<file path="src/rtl/twiddle_pkg.sv">
`default_nettype none
// ============================================================================
// Module   : twiddle_pkg
// Brief    : Shared types and index helpers for the quarter-wave twiddle source
// Revision : 1.0 - initial release
// ============================================================================
package twiddle_pkg;

    typedef enum logic [1:0] {
        TG_IDLE  = 2'd0,
        TG_RUN   = 2'd1,
        TG_DRAIN = 2'd2
    } tg_state_t;

    typedef struct packed {
        int   a;
        int   b;
        logic quad;
    } fold_t;

    // Map k in [0,N/2) onto quarter-table addresses: a feeds Re, b feeds Im.
    function automatic fold_t fold_idx(input int k, input int quarter);
        fold_t f;
        if (k <= quarter) begin
            f.a    = k;
            f.b    = quarter - k;
            f.quad = 1'b0;
        end else begin
            f.a    = 2 * quarter - k;
            f.b    = k - quarter;
            f.quad = 1'b1;
        end
        return f;
    endfunction

    // n >> (s+1) is a power of two, so the modulo reduces to a mask.
    function automatic int seq_k(input int j, input int s, input int n);
        return (j & ((n >> (s + 1)) - 1)) << s;
    endfunction

endpackage
`default_nettype wire

</file>
<file path="src/rtl/twiddle_qrom.sv">
`default_nettype none
// ============================================================================
// Module   : twiddle_qrom
// Brief    : Dual-read registered quarter-wave cosine ROM, N/4+1 words
// Revision : 1.0 - initial release
// ============================================================================
module twiddle_qrom #(
    parameter int TW_BIT_WIDTH = 8,
    parameter int N_FFT        = 256,
    parameter int DEPTH        = N_FFT / 4 + 1,
    parameter int ADDR_WIDTH   = $clog2(DEPTH)
) (
    input  logic                    clk,
    input  logic                    i_en,
    input  logic [ADDR_WIDTH-1:0]   i_addr_a,
    input  logic [ADDR_WIDTH-1:0]   i_addr_b,
    output logic [TW_BIT_WIDTH-1:0] o_q_a,
    output logic [TW_BIT_WIDTH-1:0] o_q_b
);

    localparam longint c_ONE   = 64'sd268435456;   // 2^28 fixed-point unit
    localparam longint c_PI_FX = 64'sd843314857;   // round(pi * 2^28)

    // Q[m] = round((2^(W-1)-1) * cos(2*pi*m/N)), evaluated at elaboration
    // with a 10-term Taylor series; matches the reference table image.
    function automatic logic [DEPTH*TW_BIT_WIDTH-1:0] build_table();
        logic [DEPTH*TW_BIT_WIDTH-1:0] t;
        longint theta, x2, term, sum, amp, val, mf, nf;
        t   = '0;
        amp = (longint'(1) << (TW_BIT_WIDTH - 1)) - 64'sd1;
        for (int m = 0; m < DEPTH; m++) begin
            mf    = longint'(m);
            theta = (64'sd2 * c_PI_FX * mf) / longint'(N_FFT);
            x2    = (theta * theta) / c_ONE;
            term  = c_ONE;
            sum   = c_ONE;
            for (int n = 1; n <= 10; n++) begin
                nf   = longint'(n);
                term = -((term * x2) / c_ONE) / (64'sd2 * nf * (64'sd2 * nf - 64'sd1));
                sum  = sum + term;
            end
            val = (sum * amp + c_ONE / 64'sd2) / c_ONE;
            if (val < 64'sd0) begin
                val = 64'sd0;
            end
            t[m*TW_BIT_WIDTH +: TW_BIT_WIDTH] = TW_BIT_WIDTH'(val);
        end
        return t;
    endfunction

    localparam logic [DEPTH*TW_BIT_WIDTH-1:0] c_TABLE = build_table();

    logic [TW_BIT_WIDTH-1:0] w_rom [DEPTH];
    logic [TW_BIT_WIDTH-1:0] r_q_a;
    logic [TW_BIT_WIDTH-1:0] r_q_b;

    generate
        for (genvar gi = 0; gi < DEPTH; gi++) begin : g_rom
            assign w_rom[gi] = c_TABLE[gi*TW_BIT_WIDTH +: TW_BIT_WIDTH];
        end
    endgenerate

    always_ff @(posedge clk) begin
        if (i_en) begin
            r_q_a <= w_rom[i_addr_a];
            r_q_b <= w_rom[i_addr_b];
        end
    end

    assign o_q_a = r_q_a;
    assign o_q_b = r_q_b;

endmodule
`default_nettype wire

</file>
<file path="src/rtl/twiddle_gen.sv">
`default_nettype none
// ============================================================================
// Module   : twiddle_gen
// Brief    : Radix-2 DIF twiddle source, direct lookup + per-stage streaming
// Revision : 1.0 - initial release
// ============================================================================
module twiddle_gen
    import twiddle_pkg::*;
#(
    parameter int TW_BIT_WIDTH = 8,
    parameter int N_FFT        = 256,
    parameter int LOG2N        = $clog2(N_FFT),
    parameter int K_WIDTH      = LOG2N - 1,
    parameter int STAGE_WIDTH  = $clog2(LOG2N + 1)
) (
    input  logic                    clk,
    input  logic                    rst,
    input  logic                    start,
    input  logic [STAGE_WIDTH-1:0]  stage,
    output logic                    stage_err,
    output logic                    busy,
    output logic                    done,
    input  logic                    req_valid,
    input  logic [K_WIDTH-1:0]      req_k,
    output logic                    req_ready,
    output logic                    out_valid,
    input  logic                    out_ready,
    output logic [TW_BIT_WIDTH-1:0] out_re,
    output logic [TW_BIT_WIDTH-1:0] out_im,
    output logic [K_WIDTH-1:0]      out_k
);

    localparam int c_QUARTER = N_FFT / 4;
    localparam int c_DEPTH   = c_QUARTER + 1;
    localparam int c_AW      = $clog2(c_DEPTH);
    localparam int c_LAST_J  = N_FFT / 2 - 1;

    tg_state_t               r_state, w_state_nxt;
    logic [K_WIDTH-1:0]      r_j;
    logic [STAGE_WIDTH-1:0]  r_stage;
    logic                    w_adv, w_stage_ok, w_last_j;
    logic                    w_issue_valid, w_issue_last;
    logic [K_WIDTH-1:0]      w_issue_k, w_seq_k;
    logic                    w_seq_start, w_j_inc, w_stage_err_nxt, w_done_nxt, w_req_ready;
    fold_t                   w_fold;
    logic [c_AW-1:0]         w_addr_a, w_addr_b;
    logic [TW_BIT_WIDTH-1:0] w_q_a, w_q_b, w_re, w_im;
    logic                    r_s1_valid, r_s1_quad, r_s1_last;
    logic [K_WIDTH-1:0]      r_s1_k;
    logic                    r_out_valid, r_out_last, r_done, r_stage_err;
    logic [TW_BIT_WIDTH-1:0] r_out_re, r_out_im;
    logic [K_WIDTH-1:0]      r_out_k;

    assign w_adv      = !r_out_valid || out_ready;
    assign w_stage_ok = (stage < STAGE_WIDTH'(LOG2N));
    assign w_last_j   = (r_j == K_WIDTH'(c_LAST_J));
    assign w_seq_k    = K_WIDTH'(seq_k(int'(r_j), int'(r_stage), N_FFT));

    always_ff @(posedge clk) begin
        if (rst) begin
            r_state <= TG_IDLE;
        end else begin
            r_state <= w_state_nxt;
        end
    end

    always_comb begin
        w_state_nxt     = r_state;
        w_issue_valid   = 1'b0;
        w_issue_last    = 1'b0;
        w_issue_k       = req_k;
        w_req_ready     = 1'b0;
        w_seq_start     = 1'b0;
        w_j_inc         = 1'b0;
        w_stage_err_nxt = 1'b0;
        w_done_nxt      = 1'b0;
        case (r_state)
            TG_IDLE: begin
                // start has priority; a coincident direct request waits
                w_req_ready = w_adv && !start;
                if (start) begin
                    if (w_stage_ok) begin
                        w_seq_start = 1'b1;
                        w_state_nxt = TG_RUN;
                    end else begin
                        w_stage_err_nxt = 1'b1;
                    end
                end else if (req_valid && w_adv) begin
                    w_issue_valid = 1'b1;
                end
            end
            TG_RUN: begin
                if (w_adv) begin
                    w_issue_valid = 1'b1;
                    w_issue_k     = w_seq_k;
                    w_j_inc       = 1'b1;
                    if (w_last_j) begin
                        w_issue_last = 1'b1;
                        w_state_nxt  = TG_DRAIN;
                    end
                end
            end
            TG_DRAIN: begin
                if (r_out_valid && out_ready && r_out_last) begin
                    w_done_nxt  = 1'b1;
                    w_state_nxt = TG_IDLE;
                end
            end
            default: w_state_nxt = TG_IDLE;
        endcase
    end

    assign w_fold   = fold_idx(int'(w_issue_k), c_QUARTER);
    assign w_addr_a = c_AW'(w_fold.a);
    assign w_addr_b = c_AW'(w_fold.b);

    twiddle_qrom #(
        .TW_BIT_WIDTH (TW_BIT_WIDTH),
        .N_FFT        (N_FFT),
        .DEPTH        (c_DEPTH),
        .ADDR_WIDTH   (c_AW)
    ) u_qrom (
        .clk      (clk),
        .i_en     (w_adv),
        .i_addr_a (w_addr_a),
        .i_addr_b (w_addr_b),
        .o_q_a    (w_q_a),
        .o_q_b    (w_q_b)
    );

    // Table entries never exceed 2^(W-1)-1, so plain negation cannot overflow.
    assign w_re = r_s1_quad ? (TW_BIT_WIDTH'(0) - w_q_a) : w_q_a;
    assign w_im = TW_BIT_WIDTH'(0) - w_q_b;

    always_ff @(posedge clk) begin
        if (rst) begin
            r_j         <= '0;
            r_stage     <= '0;
            r_s1_valid  <= 1'b0;
            r_s1_quad   <= 1'b0;
            r_s1_last   <= 1'b0;
            r_s1_k      <= '0;
            r_out_valid <= 1'b0;
            r_out_last  <= 1'b0;
            r_out_re    <= '0;
            r_out_im    <= '0;
            r_out_k     <= '0;
            r_done      <= 1'b0;
            r_stage_err <= 1'b0;
        end else begin
            r_done      <= w_done_nxt;
            r_stage_err <= w_stage_err_nxt;
            if (w_seq_start) begin
                r_j     <= '0;
                r_stage <= stage;
            end else if (w_j_inc) begin
                r_j <= r_j + K_WIDTH'(1);
            end
            if (w_adv) begin
                r_s1_valid  <= w_issue_valid;
                r_s1_quad   <= w_fold.quad;
                r_s1_last   <= w_issue_last;
                r_s1_k      <= w_issue_k;
                r_out_valid <= r_s1_valid;
                r_out_last  <= r_s1_valid && r_s1_last;
                r_out_re    <= w_re;
                r_out_im    <= w_im;
                r_out_k     <= r_s1_k;
            end
        end
    end

    assign busy      = (r_state != TG_IDLE);
    assign done      = r_done;
    assign stage_err = r_stage_err;
    assign req_ready = w_req_ready;
    assign out_valid = r_out_valid;
    assign out_re    = r_out_re;
    assign out_im    = r_out_im;
    assign out_k     = r_out_k;

endmodule
`default_nettype wire

</file>
<file path="config.mk">
export PLATFORM = sky130hd
export DESIGN_NAME = twiddle_gen
export DESIGN_NICKNAME = d
export VERILOG_FILES = /design/src/rtl/twiddle_pkg.sv /design/src/rtl/twiddle_qrom.sv /design/src/rtl/twiddle_gen.sv
export SDC_FILE = /design/constraint.sdc
export NUM_CORES = 1
export LEC_CHECK = 0
export ABC_AREA = 1
export ABC_CLOCK_PERIOD_IN_PS = 4200
export CELL_PAD_IN_SITES_DETAIL_PLACEMENT = 1
export CELL_PAD_IN_SITES_GLOBAL_PLACEMENT = 2
export CORE_ASPECT_RATIO = 0.7
export CORE_MARGIN = 5
export CORE_UTILIZATION = 29
export DETAILED_ROUTE_END_ITERATION = 7
export HOLD_SLACK_MARGIN = 0.1
export PLACE_DENSITY = 0.8
export SLEW_MARGIN = 20
export SYNTH_ARGS = -nofsm -noshare
export SYNTH_HDL_FRONTEND = slang
export SYNTH_SLANG_ARGS = --single-unit
</file>
<file path="constraint.sdc">
create_clock -name clk -period 4.2 [get_ports clk]
set_clock_uncertainty 0.15 [all_clocks]
set_input_delay 1.05 -clock clk [delete_from_list [all_inputs] [get_ports clk]]
set_output_delay 1.05 -clock clk [all_outputs]
set_load 0.01 [all_outputs]
</file>
==> impl_metrics.toml, run 1 <==
[setup_path]
cp-start-kind = "flip-flop"
critical_path_class = "reg -> reg"
critPathMaxFanout = 5
worst-path-buf-inv = 5
crit_path_end_kind = "flip-flop"
endpoint = "u_qrom.o_q_b[3]$_SDFFCE_PP0N_"
timing.rr.start = "r_stage[2]$_SDFFE_PP0P_"
worst-path-stages = 25
crit_path_start = "r_stage[2]$_SDFFE_PP0P_"
slowest_delay_ps = 330
required_ps = 4250
arrival_ps = 3880
cpLargestDelayFamily = "simple AND/OR/NAND/NOR gates"
crit_slowest_cell = "dfxtp_1"
rrSetupSlack_ps = 370
rr_endpoint = "u_qrom.o_q_b[3]$_SDFFCE_PP0N_"
worst-r2r-cell-count = 25
cpMostUsedCell = "nand2_1"

[logic_synthesis]
synth_cell_types = 37
synth_fp_nets = 683
synth.area.mux_share_pct = 0
synth-compound-area-share_pct = 16.65
synthTopCellsByCount = "156 x nand2_1, 80 x nand3_1, 70 x inv_1"
synth_edf_count = 14
synth-adder-area-share_pct = 4.335
yosys.area.top_type_share_pct = 23.12
synthSimpleGateAreaFrac_pct = 34.51
synthFlopType = "dfxtp_1"
synth_top_family_by_area = "simple AND/OR/NAND/NOR gates"
yosysSeqAreaShare_pct = 32.83
synth_area_um2 = 4329
netlist.top_cell.by_area = "dfxtp_1"
yosysWarnings = 0
synth_most_common_cell = "nand2_1"
ys_ff_latch = 64
syn_avg_cell_area_um2 = 6.640
synth_area_leaders = "dfxtp_1 23%, nand2_1 14%, edfxtp_1 9.7%"
synth_xor_xnor_area_share_pct = 2.225
ys_async_sr_fraction_pct = 0
syn_inst = 652

[final_layout]
stdcell_area_um2 = 5801
multi_input_area_um2 = 2524
drive_gt1_share_pct = 17.41
regArea_um2 = 1424
area_growth_pct = 33.99
antenna-diode-count = 0
post-route-util_pct = 39.53
fill_cells = 1893
nets = 790

[placed_design]
postPlaceCellArea_um2 = 5450
gp_congestion = 0.9276
port_buffers = 43
hpwl_um = 11960

[power]
p_per_area_nw_per_um2 = 451.7
power_frac_seq_pct = 31.9
leakagePower_nw = 2.756
swShare_pct = 35.08
comb_power_share_pct = 37.8
clkPwrFrac_pct = 30.4
ir_drop_v = 0.0001659
p_sw_w = 0.0009193
power.internal_w = 0.001701

[global_routing]
antenna_found_initial = 0
top_usage_layer = "met1"
met2_usage_pct = 25.28
use_met3_pct = 3.353
gr-usage-all-layers_pct = 17.57
overflow = 0
grt_pass1_wl_um = 24920
grt_max_degree = 67
grt_util_met1_pct = 27.04
grt_pass1_vias = 4725

[timing]
setup_tns_ps = 0
rsz0062_at_grt = "no"
slew-limit-headroom_pct = 39.28
drv_slew = 0
min_period_ps = 3829
tightest_slew_ps = 909.7
hold_viol = 0
finalCritPeriodShare_pct = 91.16
whs_ps = 317.3
setup_violations = 0
clock.fmax_ghz = 0.2612

[routing]
drc = 0
detail_route.first_pass.iterations = 5
num_vias = 4725
first_iter_violations = 318
viasPerCell = 4.927
post_drt_wl_per_cell_um = 15.90
ant_nets = 0
finalWirelength_um = 15250

[clock_network]
cts.clk_slew.worst_paths_ps = 60
cts_made_buffers = 9
clock-sinks = 64
clock_path_buffers = 2
htreeDepth = 3
cts_tree = "built"
ctsRootBufferMaster = "clkbuf_16"
clkLatencyLatePin_ps = 330

[floorplanning]
die_area_um2 = 17510
io_pins = 44
die_h_um = 112.2
coreArea_um2 = 14680
start_util_pct = 29.50
die-width_um = 156.0
placementRows = 37

[status]
status = "complete, no violations"

[flow_run]
max_cap_violations = 0

[worst_hold_path]
hold_class = "reg -> reg"
==> how the worst min path moves through the flow <==
stage	start	end	slack, ps	cells after the start
after CTS	r_s1_last$_SDFFE_PP0N_	r_s1_last$_SDFFE_PP0N_	320	2
after global placement	r_s1_last$_SDFFE_PP0N_	r_s1_last$_SDFFE_PP0N_	310	2
after global routing	r_s1_last$_SDFFE_PP0N_	r_s1_last$_SDFFE_PP0N_	350	2
after detailed placement	r_s1_last$_SDFFE_PP0N_	r_s1_last$_SDFFE_PP0N_	310	2
after floorplan	r_s1_last$_SDFFE_PP0N_	r_s1_last$_SDFFE_PP0N_	300	2
final	r_s1_last$_SDFFE_PP0N_	r_s1_last$_SDFFE_PP0N_	320	2
==> logic make-up (layout without fill, tap and decap cells) <==
group,after synthesis,in the layout
xor+xnor,11,11
simple gates,337,337
buf+inv,100,212
flops,64,64
compound gates,125,125
fa+ha+maj,15,15
==> through the flow <==
step,cells,total power (W),worst slack [ps]
floorplan,652,0.001369,13.81
global placement,942,0.001795,-157.0
detailed placement,942,0.001819,-303.6
CTS,958,0.002627,12.37
global route,959,0.002787,8.430
finish,959,0.002620,371.5
==> area by class of cell <==
| type | count | area share, % |
|---|---|---|
| Clock buffer | 14 | 4.918 |
| Clock inverter | 2 | 0.6040 |
| Inverter | 78 | 5.047 |
| Multi-Input combinational cell | 488 | 43.51 |
| Sequential cell | 64 | 24.55 |
| Tap cell | 195 | 4.206 |
| Timing Repair Buffer | 118 | 17.17 |
==> layout by cell type (no fill, tap or decap), drive strengths merged <==
cell type / instances
nand2: 168
nand3: 83
inv: 78
buf: 75
nor2: 65
o21ai: 60
dfxtp: 50
a21oi: 45
clkdlybuf4s50: 42
ha: 15
edfxtp: 14
clkbuf: 14
nor3: 10
xor2: 9
o211ai: 8
nand4: 6
o31ai: 4
o21bai: 4
o221ai: 3
xnor2: 2
nand3b: 2
or2: 1
o21a: 1
and3: 1
nor4: 1
bufinv: 1
clkinv: 1
dlymetal6s2s: 1
==> flip-flops by register name, summed over array words and instances (netlist names), 2 cells and up <==
signal        count
out_re            8
out_k             7
r_j               7
out_im            8
u_qrom.o_q_b      7
r_state           2
r_s1_k            7
u_qrom.o_q_a      7
r_stage           4
==> power groups by stage <==
stage | clock network, W | registers [W] | logic [W]
floorplan | 0 | 0.000838 | 0.000532
global placement | 0 | 0.000839 | 0.000955
detailed placement | 0 | 0.000845 | 0.000974
CTS | 0.000810 | 0.000834 | 0.000983
global route | 0.000840 | 0.000850 | 0.00110
finish | 0.000796 | 0.000835 | 0.000989
==> worst register-to-register path: cells and delay by family, from the launching register on <==
kind | cells | cell delay, ps
adder cells (fa/ha/maj) | 3 | 720
AO/OA/AOI/OAI | 5 | 840
AND/OR/NAND/NOR | 12 | 1060
buffers and inverters | 5 | 580
flip-flops | 1 | 330
==> routing by layer <==
layer  share of wire, %  wire length [um]  up-vias
met4               0.75               114        0
met1                 54              8203     2243
met5                  0                 0        -
li1                   -                 -     2374
met2                 41              6216       99
met3                4.7               710        9
==> repair_timing <==
action	in CTS	in global routing
buffers inserted	0	1
endpoints found under the setup margin	0	14
hold buffers	0	0
resized for setup	0	10
Power figures use the tool's default switching activity.
==> run 2: changes to the inputs <==
Settings changed: CAP_MARGIN from default to 5, SLEW_MARGIN 20 to 25.
==> results of run 2 <==
The final DEF is identical to that of run 1; final timing and power are the same.
==> run 3: changes to the inputs <==
==> constraint.sdc (replaced) <==
create_clock -name clk -period 4.2 [get_ports clk]
set_clock_uncertainty 0.15 [all_clocks]
set_input_delay 0.63 -clock clk [delete_from_list [all_inputs] [get_ports clk]]
set_output_delay 0.63 -clock clk [all_outputs]
set_load 0.01 [all_outputs]
==> impl_metrics.toml, run 3 (synthesis gave the netlist of run 1 again) <==
[setup_path]
critical_path_class = "reg -> reg"
crit_slowest_cell = "dfxtp_2"
slowest_delay_ps = 370
critPathMaxFanout = 6
cp-start-kind = "flip-flop"
cpLargestDelayFamily = "simple AND/OR/NAND/NOR gates"
arrival_ps = 3830
required_ps = 4130
worst-path-buf-inv = 5
crit_path_end_kind = "flip-flop"

[power]
leakagePower_nw = 2.516
ir_drop_v = 0.0001664
p_per_area_nw_per_um2 = 456.4

[clock_network]
cts_tree = "built"
cts.clk_slew.worst_paths_ps = 60
clkLatencyLatePin_ps = 340
post_cts_buffers = 0
cts_made_buffers = 9
ctsRootBufferMaster = "clkbuf_16"
clock_path_buffers = 2
clock-sinks = 64
htreeDepth = 3

[worst_hold_path]
hold_class = "reg -> reg"

[timing]
setup_tns_ps = 0
hold_viol = 0
drv_slew = 0
tightest_slew_ps = 967.3
clock.fmax_ghz = 0.2561
setup_violations = 0
slew-limit-headroom_pct = 35.45
rsz0062_at_grt = "no"
min_period_ps = 3904
finalCritPeriodShare_pct = 92.95

[floorplanning]
start_util_pct = 29.50
coreArea_um2 = 14680
placementRows = 37
die_area_um2 = 17510
die_h_um = 112.2
io_pins = 44
die-width_um = 156.0

[placed_design]
hpwl_um = 11480
port_buffers = 43
gp_congestion = 0.9125
dp_cells = 897

[flow_run]
max_cap_violations = 0

[status]
status = "complete, no violations"

[global_routing]
grt_pass1_wl_um = 24170
grt_pass1_vias = 4548
grt_max_degree = 67
gr-usage-all-layers_pct = 17.07
antenna_found_initial = 0
overflow = 0

[final_layout]
area_growth_pct = 25.17
antenna-diode-count = 0
stdcell_count = 913
nets = 744
final_common_cell = "nand2_1"
drive_gt1_share_pct = 11.42
mostFrequentLayoutCells = "155 x nand2_1, 80 x nand3_1, 69 x inv_1"

[routing]
finalWirelength_um = 14610
num_vias = 4549
viasPerCell = 4.982
detail_route.first_pass.iterations = 5
drc = 0
post_drt_wl_per_cell_um = 16.01
first_iter_violations = 241
ant_nets = 0
-- run 3: changes by cell type in the layout (fill, tap and decap cells not counted), sizes merged --
cell	before	now
buf	75	29
clkbuf	14	13
clkdlybuf4s50	42	43
clkinv	1	2
dlymetal6s2s	1	0
-- run 3: path summary, 6_finish.rpt --
| kind | end | cells after the start | start | slack [ps] |
|---|---|---|---|---|
| min | r_out_last$_SDFFE_PP0N_ | 2 | r_out_last$_SDFFE_PP0N_ | 320 |
| max | u_qrom.o_q_a[1]$_SDFFCE_PP0N_ | 26 | r_stage[3]$_SDFFE_PP0P_ | 300 |
| max reg2reg | u_qrom.o_q_a[1]$_SDFFCE_PP0N_ | 26 | r_stage[3]$_SDFFE_PP0P_ | 300 |
| min reg2reg | r_out_last$_SDFFE_PP0N_ | 2 | r_out_last$_SDFFE_PP0N_ | 320 |
-- run 3: report_power, final --
| part | switching [W] | internal (W) | total [W] |
|---|---|---|---|
| Sequential | 0.0000844 | 0.000753 | 0.000837 |
| Clock | 0.000264 | 0.000493 | 0.000756 |
| Combinational | 0.000535 | 0.000345 | 0.000880 |
-- run 3: cell type report --
cell class	instances	area, um^2
Clock buffer	13	261.5
Clock inverter	3	38.79
Fill cell	1858	9256
Inverter	78	292.8
Multi-Input combinational cell	488	2509
Sequential cell	64	1425
Tap cell	195	244.0
Timing Repair Buffer	72	648.1
-- run 3: per-layer routing --
layer  up-vias  track usage, %  wire, um
met3        12           2.582       729
li1       2272               -         -
met4         0           5.073       167
met5         -               0         0
met1      2164           26.66      7912
met2       101           23.79      5804
-- run 3: what timing repair did --
item,in CTS,in global routing
endpoints found under the hold margin,0,0
hold buffers,0,0
setup endpoints to repair,0,9
resized for setup,0,7
-- run 3: stage by stage --
stage	worst slack, ps	utilization, %	total power [W]	cell area, um^2	hold WS, ps
finish	295.9	36.93	0.002473	5419	322.6
global route	33.71	36.93	0.002638	5419	352.2
CTS	182.5	36.83	0.002491	5405	319.2
detailed placement	43.39	34.79	0.001720	5105	311.3
global placement	75.37	34.79	0.001709	5105	307.2
floorplan	202.2	-	0.001368	4329	295.5
-- run 3: tightest hold or removal path, stage by stage (launching register included) --
cell and delay, ps:
dfxtp_1 310, nand2_1 60, a21oi_1 50
